--- src/rtl/cache_arb_pkg.sv ---
// cache_arb_pkg: shared state/owner encodings and default starvation limit for cache_port_arbiter
package cache_arb_pkg;
  typedef enum logic [1:0] {ARB_IDLE = 2'd0, ARB_BUSY_C = 2'd1, ARB_BUSY_L = 2'd2} arb_state_t;
  typedef enum logic {OWN_C = 1'b0, OWN_L = 1'b1} arb_owner_t;
  localparam int DEF_MAX_WAIT = 8;
endpackage

--- src/rtl/arb_wait_counter.sv ---
// arb_wait_counter: saturating 8-bit loader starvation counter with clear and saturate flag
module arb_wait_counter import cache_arb_pkg::*; #(
  parameter int MAX_WAIT = DEF_MAX_WAIT
) (
  input  logic       clk,
  input  logic       reset,
  input  logic       inc,
  input  logic       clr,
  output logic [7:0] cnt,
  output logic       sat
);
  assign sat = cnt == 8'(MAX_WAIT);
  always_ff @(posedge clk)
    cnt <= (reset || clr) ? 8'd0 : (inc && !sat) ? cnt + 8'd1 : cnt;
endmodule

--- src/rtl/cache_port_arbiter.sv ---
// cache_port_arbiter: core/loader arbiter for the cache data port; CACHE_ARB_STATS_EN adds grant/conflict counters
module cache_port_arbiter import cache_arb_pkg::*; #(
  parameter int MAX_WAIT = DEF_MAX_WAIT
`ifdef CACHE_ARB_STATS_EN
  , parameter int CNT_W = 32
`endif
) (
  input  logic        clk,
  input  logic        reset,
  input  logic        c_mem_read,
  input  logic        c_mem_write,
  input  logic [31:0] c_addr,
  input  logic [31:0] c_wdata,
  output logic [31:0] c_rdata,
  output logic        c_stall,
  input  logic        l_mem_read,
  input  logic        l_mem_write,
  input  logic [31:0] l_addr,
  input  logic [31:0] l_wdata,
  output logic [31:0] l_rdata,
  output logic        l_stall,
  output logic        m_mem_read,
  output logic        m_mem_write,
  output logic [31:0] m_addr,
  output logic [31:0] m_wdata,
  input  logic [31:0] m_rdata,
  input  logic        m_stall
`ifdef CACHE_ARB_STATS_EN
  , output logic [CNT_W-1:0] grant_cnt_c
  , output logic [CNT_W-1:0] grant_cnt_l
  , output logic [CNT_W-1:0] conflict_cnt
`endif
);
  arb_state_t state;
  arb_owner_t own;
  logic c_req, l_req, act, o_rd, o_wr, done, w_sat;
  logic [7:0] wait_cnt;
  assign c_req = c_mem_read | c_mem_write;
  assign l_req = l_mem_read | l_mem_write;
  assign act = !reset && (state != ARB_IDLE || c_req || l_req);
  always_comb
    own = (state == ARB_BUSY_L || (state == ARB_IDLE && l_req && (w_sat || !c_req))) ? OWN_L : OWN_C;
  assign o_rd = own == OWN_L ? l_mem_read : c_mem_read;
  assign o_wr = own == OWN_L ? l_mem_write : c_mem_write;
  assign m_mem_read = act & o_rd;
  assign m_mem_write = act & o_wr & ~o_rd;
  assign m_addr = act ? (own == OWN_L ? l_addr : c_addr) : '0;
  assign m_wdata = act ? (own == OWN_L ? l_wdata : c_wdata) : '0;
  assign c_rdata = reset ? '0 : m_rdata;
  assign l_rdata = reset ? '0 : m_rdata;
  assign c_stall = act && (own == OWN_C ? m_stall : c_req);
  assign l_stall = act && (own == OWN_L ? m_stall : l_req);
  assign done = act && !m_stall;
  always_ff @(posedge clk)
    state <= (reset || !m_stall) ? ARB_IDLE : state != ARB_IDLE ? state : !act ? ARB_IDLE : own == OWN_L ? ARB_BUSY_L : ARB_BUSY_C;
  arb_wait_counter #(.MAX_WAIT(MAX_WAIT)) u_wait (
    .clk   (clk),
    .reset (reset),
    .inc   (l_req && own != OWN_L),
    .clr   (!l_req || (done && own == OWN_L)),
    .cnt   (wait_cnt),
    .sat   (w_sat)
  );
`ifdef CACHE_ARB_STATS_EN
  always_ff @(posedge clk) begin
    grant_cnt_c <= reset ? '0 : grant_cnt_c + CNT_W'(done && own == OWN_C);
    grant_cnt_l <= reset ? '0 : grant_cnt_l + CNT_W'(done && own == OWN_L);
    conflict_cnt <= reset ? '0 : conflict_cnt + CNT_W'(c_req && l_req);
  end
`endif
endmodule

--- config.mk ---
export PLATFORM = sky130hd
export DESIGN_NAME = cache_port_arbiter
export DESIGN_NICKNAME = d
export VERILOG_FILES = /design/src/rtl/cache_arb_pkg.sv /design/src/rtl/arb_wait_counter.sv /design/src/rtl/cache_port_arbiter.sv
export SDC_FILE = /design/constraint.sdc
export NUM_CORES = 1
export LEC_CHECK = 0
export CAP_MARGIN = 10
export CELL_PAD_IN_SITES_DETAIL_PLACEMENT = 1
export CELL_PAD_IN_SITES_GLOBAL_PLACEMENT = 2
export CORE_ASPECT_RATIO = 2
export CORE_MARGIN = 1
export CORE_UTILIZATION = 12
export CTS_CLUSTER_SIZE = 14
export DETAILED_ROUTE_END_ITERATION = 10
export GPL_ROUTABILITY_DRIVEN = 0
export PLACE_DENSITY_LB_ADDON = 0.1
export SYNTH_ARGS = -nofsm -noshare
export SYNTH_HDL_FRONTEND = slang
export SYNTH_SLANG_ARGS = --single-unit
--- constraint.sdc ---
create_clock -name clk -period 3.7 [get_ports clk]
set_input_delay 0.555 -clock clk [delete_from_list [all_inputs] [get_ports clk]]
set_output_delay 0.555 -clock clk [all_outputs]
set_load 0.03 [all_outputs]
==> flow_metrics.tcl, run 1 <==
set metrics [dict create \
    run_status "complete, no violations" \
    start_util_pct 12.22 \
    yosysSeqAreaShare_pct 8.004 \
    synth_top_area_share_pct 16.01 \
    finalSetupViolations 0 \
    clockBufferDepth 2 \
    row_count 74 \
    clockRootBuffer "clkbuf_16" \
    place_ws_ns 0.5653 \
    holdBufCountCts 0 \
    cts_htree_levels 1 \
    dieWidth_um 104.1 \
    drtIter0Drc 91 \
    area_growth_pct 114.9 \
    timing.final.crit_share_pct 84.13 \
    grt_pass1_vias 4029 \
    critPathKind "input pin to output port" \
    dp_cells 879 \
    nNetsFinal 787 \
    ff2ff_path_depth 4 \
    drv_slew 0 \
    grt.total_usage_pct 13.00 \
    clk_pin_slew_ns 0.04 \
    antenna_found_initial 1 \
    slew_headroom_pct 53.10 \
    cp-end-kind "output port" \
    fmaxAchievable_ghz 0.3212 \
    worstPathRequired_ns 3.14 \
    post_cts.repair.setup_buffers 0 \
    routed_wl_um 14830 \
    core-area_um2 20460 \
    firstDrtPassIters 6 \
    drive_above_1_share_pct 20.29 \
    synth_ff_type "dfxtp_1" \
    worst_r2r_endpoint "u_wait.cnt[4]$_SDFFE_PP0P_" \
    async_flop_share_pct 0 \
    synthesis.area_um2 2501 \
    clock_skew_ns 0.001674 \
    ant_nets 0 \
    ff2ff_setup_slack_ns 1.85 \
    yosys.area.top_type "nand4_1" \
    port_buffers 298 \
    total_leakage_power_uw 0.001983 \
    critPathLaunch "c_mem_read" \
    overflow 0 \
    whs_endpoint "u_wait.cnt[7]$_SDFFE_PP0P_" \
    die_h_um 206.2 \
    syn_inst 379 \
    io_pins 299 \
    post_drt_wl_per_cell_um 16.80 \
    clk_latency_ns 0.24 \
    grt_start_max_net_pins 80 \
    die_area_um2 21460 \
    synth_edf_count 0 \
    num_vias 3743 \
    maxCapViolCount 0 \
    rsz0062_at_grt "no" \
    cts_resized 0 \
    rr_startpoint "state[0]$_SDFFE_PP0N_" \
    vias_per_cell 4.239 \
    cts_sinks 10 \
    cts_tree "yes" \
    setup.worst_path.start_class "input pin" \
    pwr_density_cell_nw_per_um2 204.0 \
    worst_hold_path_type "register to register" \
    ys_ff_latch 10 \
    max-vdd-ir-drop_mv 0.1036 \
    syn_nets 548 \
    stdcell_count 883 \
    tightest_slew_ns 0.7026 \
    whs_path_depth 2 \
    synthTopCellsByArea "nand4_1 16%, nand2_1 11%, o21ai_2 11%" \
    cp_max_fo 5 \
    crit_arrival_ns 2.56 \
    grt_pass1_wl_um 22260 \
    min_period_ns 3.113 \
    hold_viol_final 0 \
    route.detailed.drc 0 \
    worst_slack_ns 0.5870 \
    min_from "u_wait.cnt[7]$_SDFFE_PP0P_" \
    synth.distinct_cells 45 \
    tns_ns 0 \
    syn_avg_cell_area_um2 6.599 \
    dpl.hpwl_um 11750 \
    synth_warnings 0 \
    cts_buffers 3 \
]
## layout make-up
| cell class | count | area (um^2) |
|---|---|---|
| fillers | 2472 | 15090 |
| flip-flops and latches | 10 | 200.2 |
| diodes | 1 | 2.502 |
| well taps | 266 | 332.8 |
| clock buffers | 3 | 75.07 |
| inverters | 4 | 15.01 |
| repair buffers | 306 | 2938 |
| multi-input cells | 293 | 1812 |
## how the worst max path moves through the flow
stage               depth (start not counted)  slack, ns       to
floorplan                                   6       0.54  c_stall
global placement                            6       0.54  l_stall
detailed placement                          6       0.57  l_stall
CTS                                         6       0.56  l_stall
global route                                6       0.47  l_stall
finish                                      6       0.59  l_stall
## cell usage after synthesis, types with 3 or more instances
library cell and count:
buf_2 16, nor2_1 7, nor3_4 4, nand3_1 6, dfxtp_1 10, nor3_1 4
o21ai_0 34, nand4_1 64, clkbuf_1 9, buf_1 8, inv_1 4, nor2b_1 33
buf_4 34, buf_12 3, nand2_1 70, a21oi_1 6, o21ai_1 4, o21ai_2 30
## worst max-delay path, cell delays in order
cell             delay [ns]
clkdlybuf4s50_1        0.62
o21ba_4                0.21
a21boi_4               0.26
nor3_1                 0.07
nor3_1                 0.15
clkdlybuf4s50_1        0.69
## where the power goes
| part | internal [uW] | switching (uW) | total, uW | leakage, uW |
|---|---|---|---|---|
| combinational | 360 | 429 | 789 | 0.00186 |
| sequential | 111 | 7.62 | 119 | 0.0000811 |
| clock | 140 | 48.8 | 189 | 0.0000370 |
## per-stage QoR
stage          hold slack [ns]  area (um^2)  total power [uW]  utilization [%]
2_1_floorplan           0.4908         2501             541.7                -
3_3_place_gp            0.5066         5298             915.1            25.89
3_5_place_dp            0.5393         5298             919.1            25.89
4_1_cts                 0.5458         5373              1115            26.26
5_1_grt                 0.5508         5375              1160            26.27
6_report                0.5419         5375              1096            26.27
## placed cells by master (no fill, tap or decap), types with 10 or more instances in the layout
cell / count
nor2b_1: 33
clkdlybuf4s50_1: 231
dfxtp_1: 10
buf_4: 70
o21ai_2: 30
nand4_1: 64
nand2_1: 70
o21ai_0: 34
## routing by layer
layer	vias up	GRT usage [%]	share of wire [%]
met1	1764	12.79	33
met4	0	3.418	1.8
met3	15	2.239	5.6
met5	-	0	0
li1	1808	-	-
met2	156	27.17	59
## sequential cells by signal, summed over array words and instances, names as in the netlist
register,count
state,2
u_wait.cnt,8
## kinds of logic after synthesis
group                      count (synthesis)  share of synthesized area [%]
and+or+nand+nor                          200                          44.12
AOI/OAI and AO/OA                         87                          25.56
buffers and inverters                     76                          19.86
DFF                                       10                          8.004
xor gates and xnor gates                   3                          1.051
adders and majority gates                  2                          1.000
muxes                                      1                         0.4002
Power figures use the tool's default switching activity.
==> inputs of run 2 (changes only) <==
--- a/config.mk
+++ b/config.mk
@@ -10,7 +10,7 @@
 export CELL_PAD_IN_SITES_GLOBAL_PLACEMENT = 2
 export CORE_ASPECT_RATIO = 2
 export CORE_MARGIN = 1
-export CORE_UTILIZATION = 12
+export CORE_UTILIZATION = 10
 export CTS_CLUSTER_SIZE = 14
 export DETAILED_ROUTE_END_ITERATION = 10
 export GPL_ROUTABILITY_DRIVEN = 0
==> constraint.sdc (replaced) <==
create_clock -name clk -period 2.7 [get_ports clk]
set_input_delay 0.405 -clock clk [delete_from_list [all_inputs] [get_ports clk]]
set_output_delay 0.405 -clock clk [all_outputs]
set_load 0.03 [all_outputs]
==> run 2 against run 1 <==
Net effect: design area increased by 2.2%; critical path depth increased by 2; cell count increased by 9.5%; via count increased by 1.1%; die area increased by 20%; critical path type unchanged.
==> flow_metrics.tcl, run 2 (synthesis results as in run 1) <==
set metrics [dict create \
    cts_htree_levels 1 \
    total_leakage_power_uw 0.002202 \
    routed_wl_um 16440 \
    clk_latency_ns 0.24 \
    ff2ff_path_depth 7 \
    tightest_slew_ns 0.5208 \
    critPathLaunch "l_mem_write" \
    grt.total_usage_pct 11.92 \
    drv_slew 0 \
    route.detailed.drc 0 \
    ff2ff_setup_slack_ns 0.86 \
    row_count 81 \
    clockRootBuffer "clkbuf_16" \
    whs_path_depth 2 \
    cts_tree "yes" \
    rr_startpoint "u_wait.cnt[0]$_SDFFE_PP0P_" \
    clk_pin_slew_ns 0.04 \
    largest_reg_flops 8 \
    start_util_pct 10.20 \
    max-vdd-ir-drop_mv 0.1224 \
    timing.final.crit_share_pct 94.28 \
    post_cts.repair.setup_buffers 0 \
    worstPathRequired_ns 2.30 \
    antenna_found_initial 2 \
    dieWidth_um 113.8 \
    rsz0062_at_grt "no" \
    total_power_uw 1568 \
    die_area_um2 25690 \
    area_growth_pct 119.6 \
    clock_skew_ns 0.003242 \
    final_common_cell "clkdlybuf4s50_1" \
    drive_above_1_share_pct 32.86 \
    grt_start_max_net_pins 49 \
    run_status "complete, no violations" \
    fmaxAchievable_ghz 0.3929 \
    slew_headroom_pct 65.28 \
    grt_pass1_wl_um 23700 \
    core-area_um2 24530 \
    post_drt_wl_per_cell_um 17.01 \
    setup.worst_path.start_class "input pin" \
    cp-end-kind "output port" \
    top_register "u_wait.cnt" \
    die_h_um 225.7 \
    io_pins 299 \
    cts_buffers 3 \
    cts_sinks 10 \
    tns_ns 0 \
    min_from "u_wait.cnt[7]$_SDFFE_PP0P_" \
    drtIter0Drc 80 \
    maxCapViolCount 0 \
    crit_arrival_ns 2.14 \
    dpl.hpwl_um 13670 \
    clockBufferDepth 2 \
    cp_max_fo 27 \
    fill_cells 2986 \
    ant_nets 0 \
    firstDrtPassIters 4 \
    critPathKind "input pin to output port" \
    vias_per_cell 3.912 \
    finalSetupViolations 0 \
    min_period_ns 2.545 \
    final_cell_mix "164 x clkdlybuf4s50_1, 146 x buf_4, 70 x nand2_1, 64 x nand4_1" \
    holdBufCountCts 0 \
    overflow 0 \
    port_buffers 298 \
    num_vias 3783 \
    worst_hold_path_type "register to register" \
    top_regs "u_wait.cnt (8), state (2)" \
    hold_viol_final 0 \
    grt_pass1_vias 4095 \
    nNetsFinal 803 \
    pwr_density_cell_nw_per_um2 285.4 \
]
## run 2: cell count changes in the layout (fill, tap and decap cells not counted), moves of 2 or more
| cell | before | now |
|---|---|---|
| dlymetal6s2s_1 | 0 | 2 |
| clkdlybuf4s50_1 | 231 | 164 |
| buf_4 | 70 | 146 |
| buf_12 | 5 | 9 |
## run 2: repair_timing
action / in CTS / in global routing
hold endpoints to repair: 0 / 0
endpoints found under the setup margin: 3 / 47
resized for setup: 1 / 4
## run 2: final cells by class
cell class                      instances  area (um^2)  share of cell area [%]
Antenna cell                            2        5.005                 0.09112
Clock buffer                            4        88.84                   1.617
Inverter                                4        15.01                  0.2733
Multi-Input combinational cell        293         1813                   33.01
Sequential cell                        10        201.4                   3.667
Tap cell                              332        415.4                   7.563
Timing Repair Buffer                  322         2954                   53.78
## run 2: worst paths after layout
kind | endpoint
hold / removal | u_wait.cnt[7]$_SDFFE_PP0P_
setup / recovery | m_addr[4]
hold reg to reg | u_wait.cnt[7]$_SDFFE_PP0P_
setup reg to reg | u_wait.cnt[5]$_SDFFE_PP0P_
## run 2: per-layer routing
layer	part of all wire [%]	GRT usage (%)	wire length, um
met5	0	0	0
met1	32	11.07	5337
met4	0.13	1.382	22
met2	62	26.65	10180
met3	5.5	1.530	902
## run 2: worst max-delay path: stages
cell and delay [ns]:
clkdlybuf4s50_1 0.49, nor3_4 0.37, a21oi_4 0.11, buf_12 0.17
buf_12 0.17, nand4_1 0.11, o21ai_0 0.11, buf_4 0.19
## run 2: report_power, final
part	internal, uW	total [uW]	switching (uW)
sequential	152	158	6.07
clock	224	302	78.8
combinational	504	1110	603
total	880	1570	688
## run 2: metrics by stage
stage          setup slack (ns)  hold slack, ns  cells  instance area [um^2]  util, %
5_1_grt                 0.02507          0.5619    967                  5493    22.40
3_3_place_gp            0.06263          0.5168    961                  5389    21.97
3_5_place_dp            0.01248          0.5295    961                  5389    21.97
2_1_floorplan           0.08811          0.4908    379                  2502        -
4_1_cts                 0.02707          0.5336    965                  5482    22.35
6_report                 0.1545          0.5354    967                  5493    22.40
==> inputs of run 3 (changes only) <==
--- a/config.mk
+++ b/config.mk
@@ -8,13 +8,14 @@
 export CAP_MARGIN = 10
 export CELL_PAD_IN_SITES_DETAIL_PLACEMENT = 1
 export CELL_PAD_IN_SITES_GLOBAL_PLACEMENT = 2
-export CORE_ASPECT_RATIO = 2
+export CORE_ASPECT_RATIO = 1.5
 export CORE_MARGIN = 1
 export CORE_UTILIZATION = 10
 export CTS_CLUSTER_SIZE = 14
 export DETAILED_ROUTE_END_ITERATION = 10
 export GPL_ROUTABILITY_DRIVEN = 0
 export PLACE_DENSITY_LB_ADDON = 0.1
+export SKIP_LAST_GASP = 1
 export SYNTH_ARGS = -nofsm -noshare
 export SYNTH_HDL_FRONTEND = slang
 export SYNTH_SLANG_ARGS = --single-unit
==> run 3 against run 2 <==
Net effect: via count up 0.42%; combinational power about the same; count of clock-buffer cells in the layout down 1; hold slack better by 0.0017 ns; total power down 1.7%; clock skew up 0.0015 ns; critical path depth unchanged; non-clock buffer count up 2; critical endpoint is now m_wdata[2]; largest cell class unchanged; highest routed layer unchanged.
==> flow_metrics.tcl, run 3 (synthesis results as in run 1) <==
set metrics [dict create \
    run_status "complete, no violations" \
    crit_arrival_ns 2.11 \
    cts_tree "yes" \
    setup.worst_path.start_class "input pin" \
    post_drt_wl_per_cell_um 15.89 \
    clockRootBuffer "clkbuf_16" \
    maxCapViolCount 0 \
    max-vdd-ir-drop_mv 0.1453 \
    final_cell_mix "164 x clkdlybuf4s50_1, 142 x buf_4, 70 x nand2_1, 64 x nand4_1" \
    clock_skew_ns 0.004755 \
    final_common_cell "clkdlybuf4s50_1" \
    worst_slack_ns 0.1829 \
    rsz0062_at_grt "no" \
    final_area_um2 5562 \
    placed_area_um2 5474 \
    timing.final.crit_share_pct 93.23 \
    overflow 0 \
    port_buffers 298 \
    rr_startpoint "u_wait.cnt[0]$_SDFFE_PP0P_" \
    io_pins 299 \
    clk_latency_ns 0.24 \
    dieWidth_um 131.1 \
    fill_cells 2914 \
    finalSetupViolations 0 \
    grt.total_usage_pct 11.03 \
    antenna_found_initial 0 \
    ff2ff_setup_slack_ns 0.91 \
    grt_pass1_vias 3947 \
    dp_cells 954 \
    dpl.hpwl_um 12400 \
    tns_ns 0 \
    die_area_um2 25660 \
    start_util_pct 10.24 \
    fmaxAchievable_ghz 0.3973 \
    die_h_um 195.7 \
    total_leakage_power_uw 0.002231 \
    largest_reg_flops 8 \
    row_count 70 \
    vias_per_cell 3.966 \
    antenna_cells 0 \
    routed_wl_um 15230 \
    route.detailed.drc 0 \
    cts_buffers 3 \
    grt_pass1_wl_um 22580 \
    ff2ff_path_depth 7 \
    whs_path_depth 2 \
    firstDrtPassIters 6 \
    slew_headroom_pct 68.12 \
    worst_r2r_endpoint "u_wait.cnt[5]$_SDFFE_PP0P_" \
    area_growth_pct 122.4 \
    core-area_um2 24440 \
    pwr_density_cell_nw_per_um2 277.1 \
    drive_above_1_share_pct 32.81 \
    tightest_slew_ns 0.4782 \
    cp_max_fo 38 \
    drtIter0Drc 93 \
    cts_sinks 10 \
    clockBufferDepth 2 \
    worstPathRequired_ns 2.30 \
    stdcell_count 958 \
    place_ws_ns 0.04581 \
    hold_viol_final 0 \
    critPathKind "input pin to output port" \
    ant_nets 0 \
    min_period_ns 2.517 \
    worst_hold_path_type "register to register" \
    drv_slew 0 \
    grt_start_max_net_pins 65 \
    cts_htree_levels 1 \
    min_from "u_wait.cnt[7]$_SDFFE_PP0P_" \
    top_regs "u_wait.cnt (8), state (2)" \
    top_register "u_wait.cnt" \
    nNetsFinal 805 \
    whs_endpoint "u_wait.cnt[7]$_SDFFE_PP0P_" \
    num_vias 3799 \
    cp-end-kind "output port" \
    whs_ns 0.5372 \
    clk_pin_slew_ns 0.04 \
]
-- run 3: changes by cell type in the layout (fill, tap and decap cells not counted) --
| cell | before | now |
|---|---|---|
| buf_6 | 1 | 0 |
| buf_4 | 146 | 142 |
| diode_2 | 2 | 0 |
| buf_12 | 9 | 16 |
| dfxtp_2 | 1 | 0 |
| dfxtp_1 | 9 | 10 |
| clkbuf_8 | 1 | 0 |
-- run 3: layout make-up --
class | count | area (um^2) | area share [%]
Sequential cell | 10 | 200.2 | 3.600
Tap cell | 324 | 405.4 | 7.289
Clock buffer | 3 | 75.07 | 1.350
Inverter | 4 | 15.01 | 0.2700
Timing Repair Buffer | 324 | 3053 | 54.89
Multi-Input combinational cell | 293 | 1813 | 32.60
-- run 3: what timing repair did --
item | in CTS | in global routing
setup buffers | 0 | 1
hold endpoints to repair | 0 | 0
hold buffers | 0 | 0
resized for setup | 0 | 3
setup endpoints to repair | 0 | 24
-- run 3: power breakdown --
group	internal, uW	leakage (uW)	switching, uW
clock	192	0.0000370	69.5
sequential	152	0.0000811	3.16
combinational	520	0.00211	605
-- run 3: through the flow --
step / utilization (%) / total power [uW]
after floorplan: - / 742.8
after global placement: 22.40 / 1294
after detailed placement: 22.40 / 1299
after CTS: 22.71 / 1569
after global routing: 22.76 / 1630
final: 22.76 / 1541
-- run 3: worst max-delay path, stage by stage --
cell	delay [ns]
clkdlybuf4s50_1	0.48
nor3_4	0.36
a21oi_4	0.13
buf_12	0.17
buf_12	0.17
nand4_1	0.14
o21ai_2	0.07
buf_4	0.16
-- run 3: worst max-delay path by stage --
stage,start,to,slack (ns)
after floorplan,u_wait.cnt[0]$_SDFFE_PP0P_,c_stall,0.09
after global placement,c_mem_write,m_addr[4],0.08
after detailed placement,c_mem_write,m_addr[22],0.05
after CTS,c_mem_write,m_addr[13],0.04
after global routing,u_wait.cnt[0]$_SDFFE_PP0P_,m_addr[12],0.05
final,l_mem_write,m_wdata[2],0.18
-- run 3: layer usage --
metal / GRT usage [%] / part of all wire (%) / up-vias
met1: 11.63 / 37 / 1756
met4: 1.438 / 1.1 / 0
li1: - / - / 1841
met3: 1.912 / 6.2 / 13
met5: 0 / 0 / -
met2: 22.71 / 56 / 189
